## src/rtl/cfa_write_arbiter_pkg.sv

```systemverilog
// Shared definitions for the CFA frame-memory write path.
//   - chan_sel_e  : memory channel-select codes (green/red/blue), also used by the CFA top
//   - WE_BIT_*    : bit position of each channel inside the 3-bit write mask
//   - first_channel() : fixed G->R->B priority pick from a write mask
package cfa_write_arbiter_pkg;

  typedef enum logic [1:0] {
    SEL_IDLE  = 2'b00,
    SEL_GREEN = 2'b01,
    SEL_RED   = 2'b10,
    SEL_BLUE  = 2'b11
  } chan_sel_e;

  localparam int WE_BIT_GREEN = 0;
  localparam int WE_BIT_RED   = 1;
  localparam int WE_BIT_BLUE  = 2;
  localparam int NUM_CHANNELS = 3;

  // Lowest set channel wins; an empty mask yields SEL_IDLE.
  function automatic chan_sel_e first_channel(input logic [NUM_CHANNELS-1:0] mask);
    chan_sel_e sel;
    sel = SEL_IDLE;
    if (mask[WE_BIT_GREEN])     sel = SEL_GREEN;
    else if (mask[WE_BIT_RED])  sel = SEL_RED;
    else if (mask[WE_BIT_BLUE]) sel = SEL_BLUE;
    return sel;
  endfunction

endpackage

```

## src/rtl/cfa_wr_fifo.sv

```systemverilog
// Small synchronous FIFO holding pixel write entries.
//   clk, rst      : clock, synchronous active-high reset
//   i_push/i_din  : write request and data (ignored while full)
//   i_pop         : release head entry (ignored while empty)
//   o_dout        : head entry, visible in the same cycle it is written behind
//   o_full/o_empty/o_count : occupancy, all from registered state
module cfa_wr_fifo #(
  parameter int WIDTH = 8,
  parameter int DEPTH = 4,
  parameter int PTR_W = 2
) (
  input  logic             clk,
  input  logic             rst,
  input  logic             i_push,
  input  logic [WIDTH-1:0] i_din,
  input  logic             i_pop,
  output logic [WIDTH-1:0] o_dout,
  output logic             o_full,
  output logic             o_empty,
  output logic [PTR_W:0]   o_count
);

  localparam logic [PTR_W:0] FULL_COUNT = DEPTH[PTR_W:0];

  logic [WIDTH-1:0] r_mem [DEPTH];
  logic [PTR_W-1:0] r_wr_ptr;
  logic [PTR_W-1:0] r_rd_ptr;
  logic [PTR_W:0]   r_count;

  logic w_push;
  logic w_pop;

  assign w_push = i_push & ~o_full;
  assign w_pop  = i_pop & ~o_empty;

  // Storage has no reset; validity is tracked by the pointers and count.
  always_ff @(posedge clk) begin
    if (w_push) r_mem[r_wr_ptr] <= i_din;
  end

  // Pointers wrap naturally since DEPTH is a power of two.
  always_ff @(posedge clk) begin
    if (rst) begin
      r_wr_ptr <= '0;
      r_rd_ptr <= '0;
      r_count  <= '0;
    end else begin
      if (w_push) r_wr_ptr <= r_wr_ptr + 1'b1;
      if (w_pop)  r_rd_ptr <= r_rd_ptr + 1'b1;
      case ({w_push, w_pop})
        2'b10:   r_count <= r_count + 1'b1;
        2'b01:   r_count <= r_count - 1'b1;
        default: r_count <= r_count;
      endcase
    end
  end

  // Head read is combinational so a fresh entry can issue on the very next edge.
  assign o_dout  = r_mem[r_rd_ptr];
  assign o_full  = (r_count == FULL_COUNT);
  assign o_empty = (r_count == '0);
  assign o_count = r_count;

endmodule

```

## src/rtl/cfa_write_arbiter.sv

```systemverilog
// Buffers per-pixel G/R/B writes from the CFA datapath and serialises them
// onto the single-port frame memory, one channel per granted cycle, G->R->B.
//   in_we/in_addr/in_green/in_red/in_blue : pixel write request (mask + data)
//   in_ready  : FIFO not full (request accepted this cycle)
//   mem_grant : memory port owned by this block this cycle
//   mem_we/mem_sel/mem_addr/mem_data : registered memory write port
//   drained   : nothing buffered and no write in flight
//   overflow/ovf_clr : sticky dropped-request flag and its clear
module cfa_write_arbiter
  import cfa_write_arbiter_pkg::*;
#(
  parameter int addressBitWidth = 17,
  parameter int dataBitWidth    = 12,
  parameter int fifoDepth       = 4,
  parameter int fifoPtrWidth    = 2
) (
  input  logic                       clk,
  input  logic                       rst,
  input  logic [2:0]                 in_we,
  input  logic [addressBitWidth-1:0] in_addr,
  input  logic [dataBitWidth-1:0]    in_green,
  input  logic [dataBitWidth-1:0]    in_red,
  input  logic [dataBitWidth-1:0]    in_blue,
  output logic                       in_ready,
  input  logic                       mem_grant,
  output logic                       mem_we,
  output logic [1:0]                 mem_sel,
  output logic [addressBitWidth-1:0] mem_addr,
  output logic [dataBitWidth-1:0]    mem_data,
  output logic                       drained,
  output logic                       overflow,
  input  logic                       ovf_clr
);

  // Entry layout, LSB first: write mask, green, red, blue, address.
  localparam int ENTRY_W = NUM_CHANNELS + 3 * dataBitWidth + addressBitWidth;
  localparam int OFS_G   = NUM_CHANNELS;
  localparam int OFS_R   = OFS_G + dataBitWidth;
  localparam int OFS_B   = OFS_R + dataBitWidth;
  localparam int OFS_A   = OFS_B + dataBitWidth;

  logic [ENTRY_W-1:0]         w_head;
  logic                       w_full;
  logic                       w_empty;
  logic [fifoPtrWidth:0]      w_count;
  logic                       w_push_req;
  logic                       w_drop;
  logic                       w_issue;
  logic                       w_pop;
  logic [NUM_CHANNELS-1:0]    w_work;
  logic [NUM_CHANNELS-1:0]    w_bit;
  logic [NUM_CHANNELS-1:0]    w_remaining;
  chan_sel_e                  w_sel;
  logic [dataBitWidth-1:0]    w_data;

  logic [NUM_CHANNELS-1:0]    r_done;
  logic                       r_mem_we;
  logic [1:0]                 r_mem_sel;
  logic [addressBitWidth-1:0] r_mem_addr;
  logic [dataBitWidth-1:0]    r_mem_data;
  logic                       r_overflow;

  assign w_push_req = |in_we;
  assign w_drop     = w_push_req & w_full;

  cfa_wr_fifo #(
    .WIDTH (ENTRY_W),
    .DEPTH (fifoDepth),
    .PTR_W (fifoPtrWidth)
  ) u_fifo (
    .clk     (clk),
    .rst     (rst),
    .i_push  (w_push_req),
    .i_din   ({in_addr, in_blue, in_red, in_green, in_we}),
    .i_pop   (w_pop),
    .o_dout  (w_head),
    .o_full  (w_full),
    .o_empty (w_empty),
    .o_count (w_count)
  );

  // Working mask = head mask minus channels already issued for this pixel.
  // Tracking the issued bits (cleared on pop) makes the next head's mask
  // take effect automatically on the edge after the pop.
  assign w_work  = w_head[NUM_CHANNELS-1:0] & ~r_done;
  assign w_issue = ~w_empty & mem_grant;

  always_comb begin
    w_sel  = first_channel(w_work);
    w_bit  = '0;
    w_data = '0;
    case (w_sel)
      SEL_GREEN: begin
        w_bit[WE_BIT_GREEN] = 1'b1;
        w_data              = w_head[OFS_G +: dataBitWidth];
      end
      SEL_RED: begin
        w_bit[WE_BIT_RED] = 1'b1;
        w_data            = w_head[OFS_R +: dataBitWidth];
      end
      SEL_BLUE: begin
        w_bit[WE_BIT_BLUE] = 1'b1;
        w_data             = w_head[OFS_B +: dataBitWidth];
      end
      default: begin
        w_bit  = '0;
        w_data = '0;
      end
    endcase
  end

  assign w_remaining = w_work & ~w_bit;
  assign w_pop       = w_issue & (w_remaining == '0);

  always_ff @(posedge clk) begin
    if (rst) begin
      r_done     <= '0;
      r_mem_we   <= 1'b0;
      r_mem_sel  <= '0;
      r_mem_addr <= '0;
      r_mem_data <= '0;
      r_overflow <= 1'b0;
    end else begin
      r_mem_we <= w_issue;
      if (w_issue) begin
        r_mem_sel  <= w_sel;
        r_mem_addr <= w_head[OFS_A +: addressBitWidth];
        r_mem_data <= w_data;
        r_done     <= w_pop ? '0 : (r_done | w_bit);
      end
      // A drop on the same edge as a clear keeps the flag set.
      if (w_drop)       r_overflow <= 1'b1;
      else if (ovf_clr) r_overflow <= 1'b0;
    end
  end

  assign in_ready = ~w_full;
  assign mem_we   = r_mem_we;
  assign mem_sel  = r_mem_sel;
  assign mem_addr = r_mem_addr;
  assign mem_data = r_mem_data;
  assign overflow = r_overflow;
  assign drained  = (w_count == '0) & ~r_mem_we;

endmodule
```

## config.mk

```make
export PLATFORM = sky130hd
export DESIGN_NAME = cfa_write_arbiter
export DESIGN_NICKNAME = d
export VERILOG_FILES = /design/src/rtl/cfa_write_arbiter_pkg.sv /design/src/rtl/cfa_wr_fifo.sv /design/src/rtl/cfa_write_arbiter.sv
export SDC_FILE = /design/constraint.sdc
export NUM_CORES = 1
export LEC_CHECK = 0
export CORE_UTILIZATION = 60
export CTS_BUF_LIST = sky130_fd_sc_hd__clkbuf_4
export DETAILED_ROUTE_END_ITERATION = 10
export GPL_ROUTABILITY_DRIVEN = 0
export PLACE_DENSITY = 0.89
export SYNTH_ARGS = -nofsm -noshare
export SYNTH_HDL_FRONTEND = slang
export SYNTH_SLANG_ARGS = --single-unit
```

## constraint.sdc

```tcl
create_clock -name clk -period 7.85 [get_ports clk]
set_clock_uncertainty 0.2 [all_clocks]
set_input_delay 1.57 -clock clk [delete_from_list [all_inputs] [get_ports clk]]
set_output_delay 1.57 -clock clk [all_outputs]
set_load 0.02 [all_outputs]
```

======== After elaboration in Yosys (flattened, before gate mapping) ========
Memory sizes are Yosys's and may differ from the RTL's. A register that Yosys moved wholly into a read port is not among the register bits.
Index checks and enable logic that the tools add are counted.
cells by class
  bitwise logic cells ..................... 14
  eq/ne operators ......................... 6
  mux-type cells .......................... 15
  reductions and logical operators ........ 5
  add/sub/neg operators ................... 4
operators by type and width
  cell                   number
  $pmux W12 S3           1
  $mux W2                5
  $mux W1                7
  $and A1 B1 Y1          6
  $and A3 B3 Y3          2
  $eq A2 B2 Y1 const B   3
  $logic_not A3 Y1       2
  $not A3 Y3             2
  $pmux W3 S2            1
  $add A2 B1 Y2 const B  2
  $eq A2 B1 Y1 const B   2
  $reduce_bool A2 Y1     2
  $add A3 B1 Y3 const B  1
  $eq A3 B3 Y1 const B   1
  $mux W3                1
  $not A1 Y1             3
  $or A3 B3 Y3           1
  $reduce_or A3 Y1       1
  $sub A3 B1 Y3 const B  1
storage, ports and cells
  register bits after elaboration ......... 43
  bits in writable memories ............... 224
  output and inout port bits .............. 35
  word-level logic and storage cells ...... 54
  memories ................................ 1
memories
  memory        depth  bits a word  rd ports  clocked after memory_dff  wr ports  RTL line           text
  u_fifo.r_mem  4      56           1         1                         1         cfa_wr_fifo.sv:25  logic [WIDTH-1:0] r_mem [DEPTH];

======== Depth between registers and ports, before layout ========
  depth after elaboration ................. 14
  mapped depth ............................ 11
  mapped depth without buffers ............ 9

======== Hierarchy ========
A second synthesis with hierarchy kept.
unflattened totals
  cells, all modules ...................... 519
  area total of the unflattened synthesis .. 10062.2 um^2
modules (own cells, without submodules)
  module             times used  cells each  seq. area each (um^2)  area each (um^2)
  cfa_wr_fifo        1           346         6906.6                 8590.7
  cfa_write_arbiter  1           173         720.7                  1471.4

======== Worst setup path before layout ========
Ideal clock, no wire load.
  kind .................................... input to register
  from .................................... input in_we[1]
  to ...................................... memory u_fifo.r_mem[0][0] (netlist name) (enable)
  arrival ................................. 3.283 ns
  stages on the path ...................... 3
  buffers on the path ..................... 0
  setup time .............................. 0.420 ns
  required time ........................... 7.230 ns
  path slack .............................. 3.948 ns
  cell sequence ........................... nor3_1 -> nor2_1 -> and2_1
between the ends
  longest elaborated chain between the ends .. 4
RTL lines
  element                        RTL line                 text
  from (decl)                    cfa_write_arbiter.sv:19  input logic [2:0] in_we,
  $reduce_or A3 Y1               cfa_write_arbiter.sv:63  assign w_push_req = |in_we;
  $and A1 B1 Y1                  cfa_wr_fifo.sv:33        assign w_push = i_push & ~o_full;
  $mux W1                        cfa_wr_fifo.sv:38        if (w_push) r_mem[r_wr_ptr] <= i_din;
  $mux W1 (not written as such)  cfa_wr_fifo.sv:38
  to (decl)                      cfa_wr_fifo.sv:25
Every way passes these cells.

==> impl_metrics.ini <==
[status]
status = completed

[final_layout]
layout.nets = 742
fin_util_pct = 73.5
layout-drive-gt1-share_pct = 24.8
final.fill_count = 925
instances_no_fill = 950
area_growth_pct = 20.0

[min_path]
worst_hold_path_type = reg -> reg
hold-path-cell-count = 2
min_from = mem_addr[15]
min_to = mem_addr[15]

[timing]
min_period_ns = 4.07
worstMarginPinSlew_ns = 1.24
rsz0062_at_grt = false
tns_ns = 0
final_max_slew_viol_count = 0
fin_crit_sh_pct = 51.8
relSlewSlack_pct = 17.0
max_freq_ghz = 0.246
finalSetupViolCount = 0
hold_viol_final = 0

[synth]
syn-num-nets = 605
synth_edf_count = 224
async_reset_ff_share_pct = 0
ys_ff_latch = 269
ys_warn_count = 0
netlist_instances = 539
synth_area_mm2 = 0.0101
syn-mean-instance-area_um2 = 18.8
ys_seq_area_share_pct = 75.3
synth.distinct_cells = 43
dominantRegCellSynth = edfxtp_1

[drt]
wl_per_cell_um = 20.9
vias = 5663
via_per_inst = 5.96
drt_iter0_drc = 550
antenna_left = 0
wirelength_um = 19800
drt_pass1_iterations = 7
drcViolationCount = 0

[run]
cap_violations = 0

[die]
pin_count = 95
start_util_pct = 61.3
rows = 47
fp.dieH_um = 132
die-area_mm2 = 0.0174
core-area_mm2 = 0.0165
die_x_um = 132

[worst_setup_path]
start_kind = flop
critPathBufInv = 1
cpPeakStageDelay_ns = 1.07
critPathCaptureType = flop
cp_slowest_cell = dfxtp_4
path_max_fanout = 56
arrival_ns = 4.45
rr_endpoint = u_fifo.o_count[2]
cp_top_family = flip-flops
r2r_cells = 9
path_cells = mux4_2, a22o_1, a21oi_4, ha_1, inv_1, fa_1, xor2_1, or3_1, a21oi_1
r2r_setup_slack_ns = 3.78
crit_required_ns = 8.23
path_class = reg -> reg

[clocking]
cts.clk_slew.worst_paths_ns = 0.07
cts_root_buf = clkbuf_4
cts_resized = 0
clock_latency_ns = 0.66
postCtsSetupBuffers = 0
clock_sinks = 269
ctsHoldBuffers = 0
numCtsBuffers = 61
cts_tree = yes
clockBufferDepth = 3
htree_levels = 2

[power_and_ir_drop]
peakVddDrop_mv = 0.176
power_density_mw_per_mm2 = 343
p_leak_nw = 4.04
p_total_mw = 4.17

[global_route]
overflow = 0
grt_max_degree = 57
grt_antenna_before_repair = 1
first_global_vias = 6076
grt_pass1_wl_um = 31700
grt_usage_pct = 24.2

[placed_design]
dp_cells = 833
post-dp-hpwl_um = 11700
portBuffers = 94
-- layout make-up --
type / count / area, µm² / area share, %
sequential: 269 / 7630 / 62.8
antenna: 1 / 2.50 / 0.0206
clock buffer: 97 / 728 / 5.99
inverter: 11 / 41.3 / 0.340
timing repair buffer: 103 / 1010 / 8.30
clock inverter: 19 / 128 / 1.05
tap: 220 / 275 / 2.27
multi-input combinational: 230 / 2330 / 19.2
-- tightest hold or removal path, cell delays in order (launching register included) --
cell     delay (ns)
dfxtp_1        0.31
nand2_1        0.05
a21oi_1        0.05
-- synthesized netlist by cell type (2+ instances only) --
library cell	count	area, µm²
dfxtp_1	45	901
a21oi_1	22	110
a31oi_1	12	75.1
mux2i_1	2	20.0
xor2_1	2	17.5
buf_2	7	35.0
inv_1	11	41.3
mux4_2	56	1260
nor2b_1	2	12.5
nand2b_1	3	18.8
a22oi_1	13	97.6
and3_1	13	81.3
and2_1	4	25.0
buf_4	3	22.5
nor2_1	12	45.0
nor3_1	3	15.0
ha_1	5	62.6
edfxtp_1	224	6730
nand2_1	48	180
a32oi_1	12	105
mux2_2	2	22.5
clkbuf_1	17	63.8
-- metrics by stage --
| step | worst slack [ns] | hold slack [ns] | cell area (µm²) |
|---|---|---|---|
| after floorplan | 3.95 | 0.253 | 10100 |
| after global placement | 3.56 | 0.243 | 11300 |
| after detailed placement | 3.44 | 0.247 | 11300 |
| after CTS | 3.76 | 0.257 | 12100 |
| after global routing | 3.54 | 0.281 | 12100 |
| final | 3.78 | 0.256 | 12100 |
-- report_power, final --
part | switching, mW | leakage [nW] | internal [mW] | total (mW)
registers | 0.158 | 2.46 | 1.88 | 2.04
logic | 0.549 | 1.07 | 0.442 | 0.992
clock network | 0.512 | 0.511 | 0.627 | 1.14
total | 1.22 | 4.04 | 2.95 | 4.17
-- cells by family (layout without fill, tap and decap cells) --
family / count (synthesis) / in the layout / share of synthesized area [%]
adders and majority gates: 6 / 6 / 0.815
and+or+nand+nor: 90 / 90 / 4.04
DFF: 269 / 269 / 75.3
xor gates and xnor gates: 3 / 3 / 0.259
AOI/OAI and AO/OA: 70 / 70 / 4.84
muxes: 61 / 61 / 13.0
buffers and inverters: 40 / 230 / 1.75
other: 0 / 1 / 0
-- worst max-delay path by stage --
stage	startpoint	to	slack, ns	cells after the start
floorplan	in_we[1]	u_fifo.r_mem[0][0]	3.95	3
global placement	in_we[0]	u_fifo.r_mem[1][34]	3.56	5
detailed placement	in_we[0]	u_fifo.r_mem[0][10]	3.44	5
CTS	flop	u_fifo.o_count[2]	3.76	9
global route	flop	u_fifo.o_count[2]	3.54	9
finish	flop	u_fifo.o_count[2]	3.78	9
-- cells in the final DEF (no fill, tap or decap), types with 4 or more instances in the layout --
cell / Yosys / routed
a32oi_1: 12 / 12
edfxtp_1: 224 / 224
a31oi_1: 12 / 12
nor2_1: 12 / 12
nand2_1: 48 / 48
a21oi_1: 22 / 22
dfxtp_1: 45 / 43
mux4_2: 56 / 56
inv_1: 11 / 11
a22oi_1: 13 / 13
ha_1: 5 / 5
and2_2: 0 / 4
clkbuf_4: 0 / 97
buf_4: 3 / 9
clkdlybuf4s50_1: 0 / 94
clkinv_1: 0 / 13
and3_1: 13 / 13
-- registers in the layout (all words and copies together) (netlist names), named ones only --
name and cells:
mem_data 12, u_fifo.r_mem 224, mem_we 1, mem_addr 17
overflow 1, mem_sel 2, r_done 3, u_fifo.o_count 3
u_fifo.r_rd_ptr 2, u_fifo.r_wr_ptr 2
-- layer usage --
metal	wire [µm]	GRT usage, %	vias to the layer above	share of wire (%)
li1	-	-	2491	-
met1	7480	29.4	2840	38
met2	10400	41.6	292	53
met3	1540	6.34	40	7.8
met4	396	9.63	0	2.0
met5	0	0	-	0
Power figures use the tool's default switching activity.
==> patch 1 (config.mk and constraints unchanged) <==
The parameter `dataBitWidth` goes from 12 to 14.
--- a/src/rtl/cfa_write_arbiter.sv
+++ b/src/rtl/cfa_write_arbiter.sv
@@ -10,7 +10,7 @@
   import cfa_write_arbiter_pkg::*;
 #(
   parameter int addressBitWidth = 17,
-  parameter int dataBitWidth    = 12,
+  parameter int dataBitWidth    = 14,
   parameter int fifoDepth       = 4,
   parameter int fifoPtrWidth    = 2
 ) (
Interface: changed (resized in_blue, in_green, in_red and mem_data); port bits go from 95 to 103. No check against the original RTL was run, so the function may have changed too.
==> patch 1 against the unedited design <==
The run now ends with design-rule violations left. Sequential share of layout area fell by 0.21 points. Cell area rose by 10%. Count of clock-buffer cells in the layout rose by 23. First-iteration DRC count rose by 15%. Combinational power rose by 16%. Total power rose by 14%. Non-clock buffer count rose by 8. Sequential cell count rose by 26. Wire length rose by 19%. Area after synthesis rose by 9.8%. Setup slack barely moved. Highest routed layer unchanged.
==> patch 1: results (changes against the unedited design) <==
share of cells above drive strength 1 26.3% (+1.5 points); clk_lat worst skew 680 ps (+20 ps); post-synthesis compound-gate area fraction 4.93% (+0.085 points); initial antenna violation count 3 (+2); crit path DAT 4140 ps (-310 ps); total vias in the final route 6367 (+12%); DP Worst Slack 3200 ps (-241 ps); syn_nets 657 (+8.6%); Initial DRC Count 633 (+15%); Post-Synthesis Cell Area 0.0111 sq mm (+9.8%); grt met2 use 41.0% (-0.61 points); status finished with violations; worst slew pin tran 1180 ps (-60.9 ps); grt met1 use 31.9% (+2.5 points); # DRC 14 (+14); crit path max fanout 35 (-38%); most frequent cells after synthesis edfxtp_1, mux4_2, nand2_1, dfxtp_1, a21oi_1; min-delay src mem_addr[14]$_SDFFE_PP0P_; CP max stage delay 810 ps (-260 ps); failing checks design-rule violations; H-Tree Level Count 3 (+1); P_leak 4.48 nW (+11%); DRT Pass-1 Iters 8 (+1); largest net degree at the start of global routing 63 (+11%); vias in the first global route 6763 (+11%)
patch 1: where the power goes:
part	switching [W]	internal [W]	total [W]
Sequential	0.000132	0.00206	0.00220
Combinational	0.000673	0.000479	0.00115
Clock	0.000604	0.000790	0.00139
patch 1: kinds of logic (layout without fill, tap and decap cells):
kind of cell	Yosys count	after routing
AOI/OAI and AO/OA	76	76
xor gates and xnor gates	3	3
adders and majority gates	6	6
buffers and inverters	44	258
DFF	295	295
muxes	67	67
other	0	3
and+or+nand+nor	94	94
patch 1: area by class of cell:
class                   instances  area [sq um]  share of cell area (%)
clock buffers                 120           901                    6.72
diodes                          3          7.51                  0.0560
clock inverters                16           139                    1.04
flip-flops and latches        295          8390                    62.6
multi-input cells             246          2550                    19.0
repair buffers                111          1090                    8.12
inverters                      11          41.3                   0.308
well taps                     229           287                    2.14
patch 1: critical path, delay by kind of cell:
family | cells | cell delay, ps
buffers and inverters | 2 | 1140
and+or+nand+nor | 3 | 1380
==> patch 2 (same flow settings) <==
Made on the original files. Register the output `overflow` once more, cleared by the reset; this adds one clock of latency there. The other outputs are not delayed to match.
--- a/src/rtl/cfa_write_arbiter.sv
+++ b/src/rtl/cfa_write_arbiter.sv
@@ -139,7 +139,13 @@
   assign mem_sel  = r_mem_sel;
   assign mem_addr = r_mem_addr;
   assign mem_data = r_mem_data;
-  assign overflow = r_overflow;
+  always_ff @(posedge clk) begin
+    if (rst) begin
+      overflow <= '0;
+    end else begin
+      overflow <= r_overflow;
+    end
+  end
   assign drained  = (w_count == '0) & ~r_mem_we;
 
 endmodule
Formal check against the unedited RTL: not equivalent (Yosys sat finds a counterexample within 10 cycles, from zero or initial values and one cycle with rst high).
==> patch 2 against the unedited design <==
Area after synthesis is 0.30% higher. Sequential cell count is 1 higher. Setup slack worse by 130 ps. Wire length is 1.1% higher. Combinational power is 4% higher. Die area is 0.30% higher. Total power is 0.21% higher. Synthesized cell count is 0.56% higher. Hold slack better by 6.9 ps. First-iteration DRC count is 23% lower. Cell area is 0.31% higher. Critical path type unchanged. Largest cell class unchanged.
==> patch 2: results (changes against the unedited design) <==
DP Worst Slack 3470 ps (+24.2 ps); DRT Pass-1 Iters 5 (-2); crit path DAT 4550 ps (+100 ps); DP HPWL 12300 um (+5.2%); Via density 5.88 (-1.4%); Synth Area in XOR/XNOR 0.259% (-0.00077 points); met3 Use GR 6.54% (+0.19 points); #MultiIn Comb 231 (+0.43%); multi-input combinational area share 19.3% (+0.064 points); M1 WL 7850 um (+4.9%); crit path max fanout 37 (-34%); final-layout clock-cell area share 7.04% (about the same); sw frac 29.8% (+0.51 points); mux cell area share after synthesis 12.9% (-0.038 points); H-Tree Level Count 3 (+1); status finished, final reports clean; post-synthesis compound-gate area fraction 4.83% (-0.014 points); final net count 751 (+1.2%); grt met2 use 39.3% (-2.2 points); final non-filler cell total 959 (+0.95%); most frequent cells after synthesis edfxtp_1, mux4_2, nand2_1, dfxtp_1, a21oi_1; min-delay src mem_addr[3]$_SDFFE_PP0P_; vias in the first global route 5943 (-2.2%); Num CTS Buffers 68 (+11%); Power, Total 0.00418 W (+0.21%); buffering overhead 8.28% (-0.026 points); worst vdd ir 0.233 mV (+32%); gr usage total 24.5% (+0.30 points); met2 wire len 10200 um (-2.5%); clock sinks 270 (+0.37%); final setup margin 3660 ps (-126 ps); routed wire length on met3 1460 um (-5.6%); Total Wirelength 20100 um (+1.1%); P_leak 4.06 nW (+0.53%); Avg Inst Size Synth 18.7 sq um (-0.26%); area of the multi-input gates 0.00235 sq mm (+0.64%); Flop pwr share 48.1% (-0.8 points); Synth Area in Adders 0.813% (-0.0024 points); CLK BUF 104 (+7.2%); Fill cells 935 (+1.1%); grt met1 use 30.9% (+1.5 points); Slew HR 31.0% (+14 points); Reg area 0.00765 sq mm (+0.26%)
[patch 2: changes by cell type after synthesis, sizes merged]
| cell | unedited run | this run |
|---|---|---|
| clkbuf | 17 | 18 |
| dfxtp | 45 | 46 |
| nor2b | 2 | 3 |
[patch 2: worst max-delay path, stage by stage, from the launching register on]
cell and delay (ps):
dfxtp_4 610, buf_4 660, mux4_2 770, a22o_1 370, a21oi_4 200, ha_1 210, inv_1 60, fa_1 370
xor2_1 160, or3_1 300, a21oi_1 160
[patch 2: worst min path at each step]
stage	endpoint	slack (ps)	cells after the start
2_1_floorplan	overflow$_SDFF_PP0_	240	1
3_3_place_gp	mem_addr[2]$_SDFFE_PP0P_	250	2
3_5_place_dp	mem_addr[13]$_SDFFE_PP0P_	260	2
4_1_cts	mem_addr[3]$_SDFFE_PP0P_	270	2
5_1_grt	overflow$_SDFF_PP0_	280	1
6_report	mem_addr[3]$_SDFFE_PP0P_	260	2
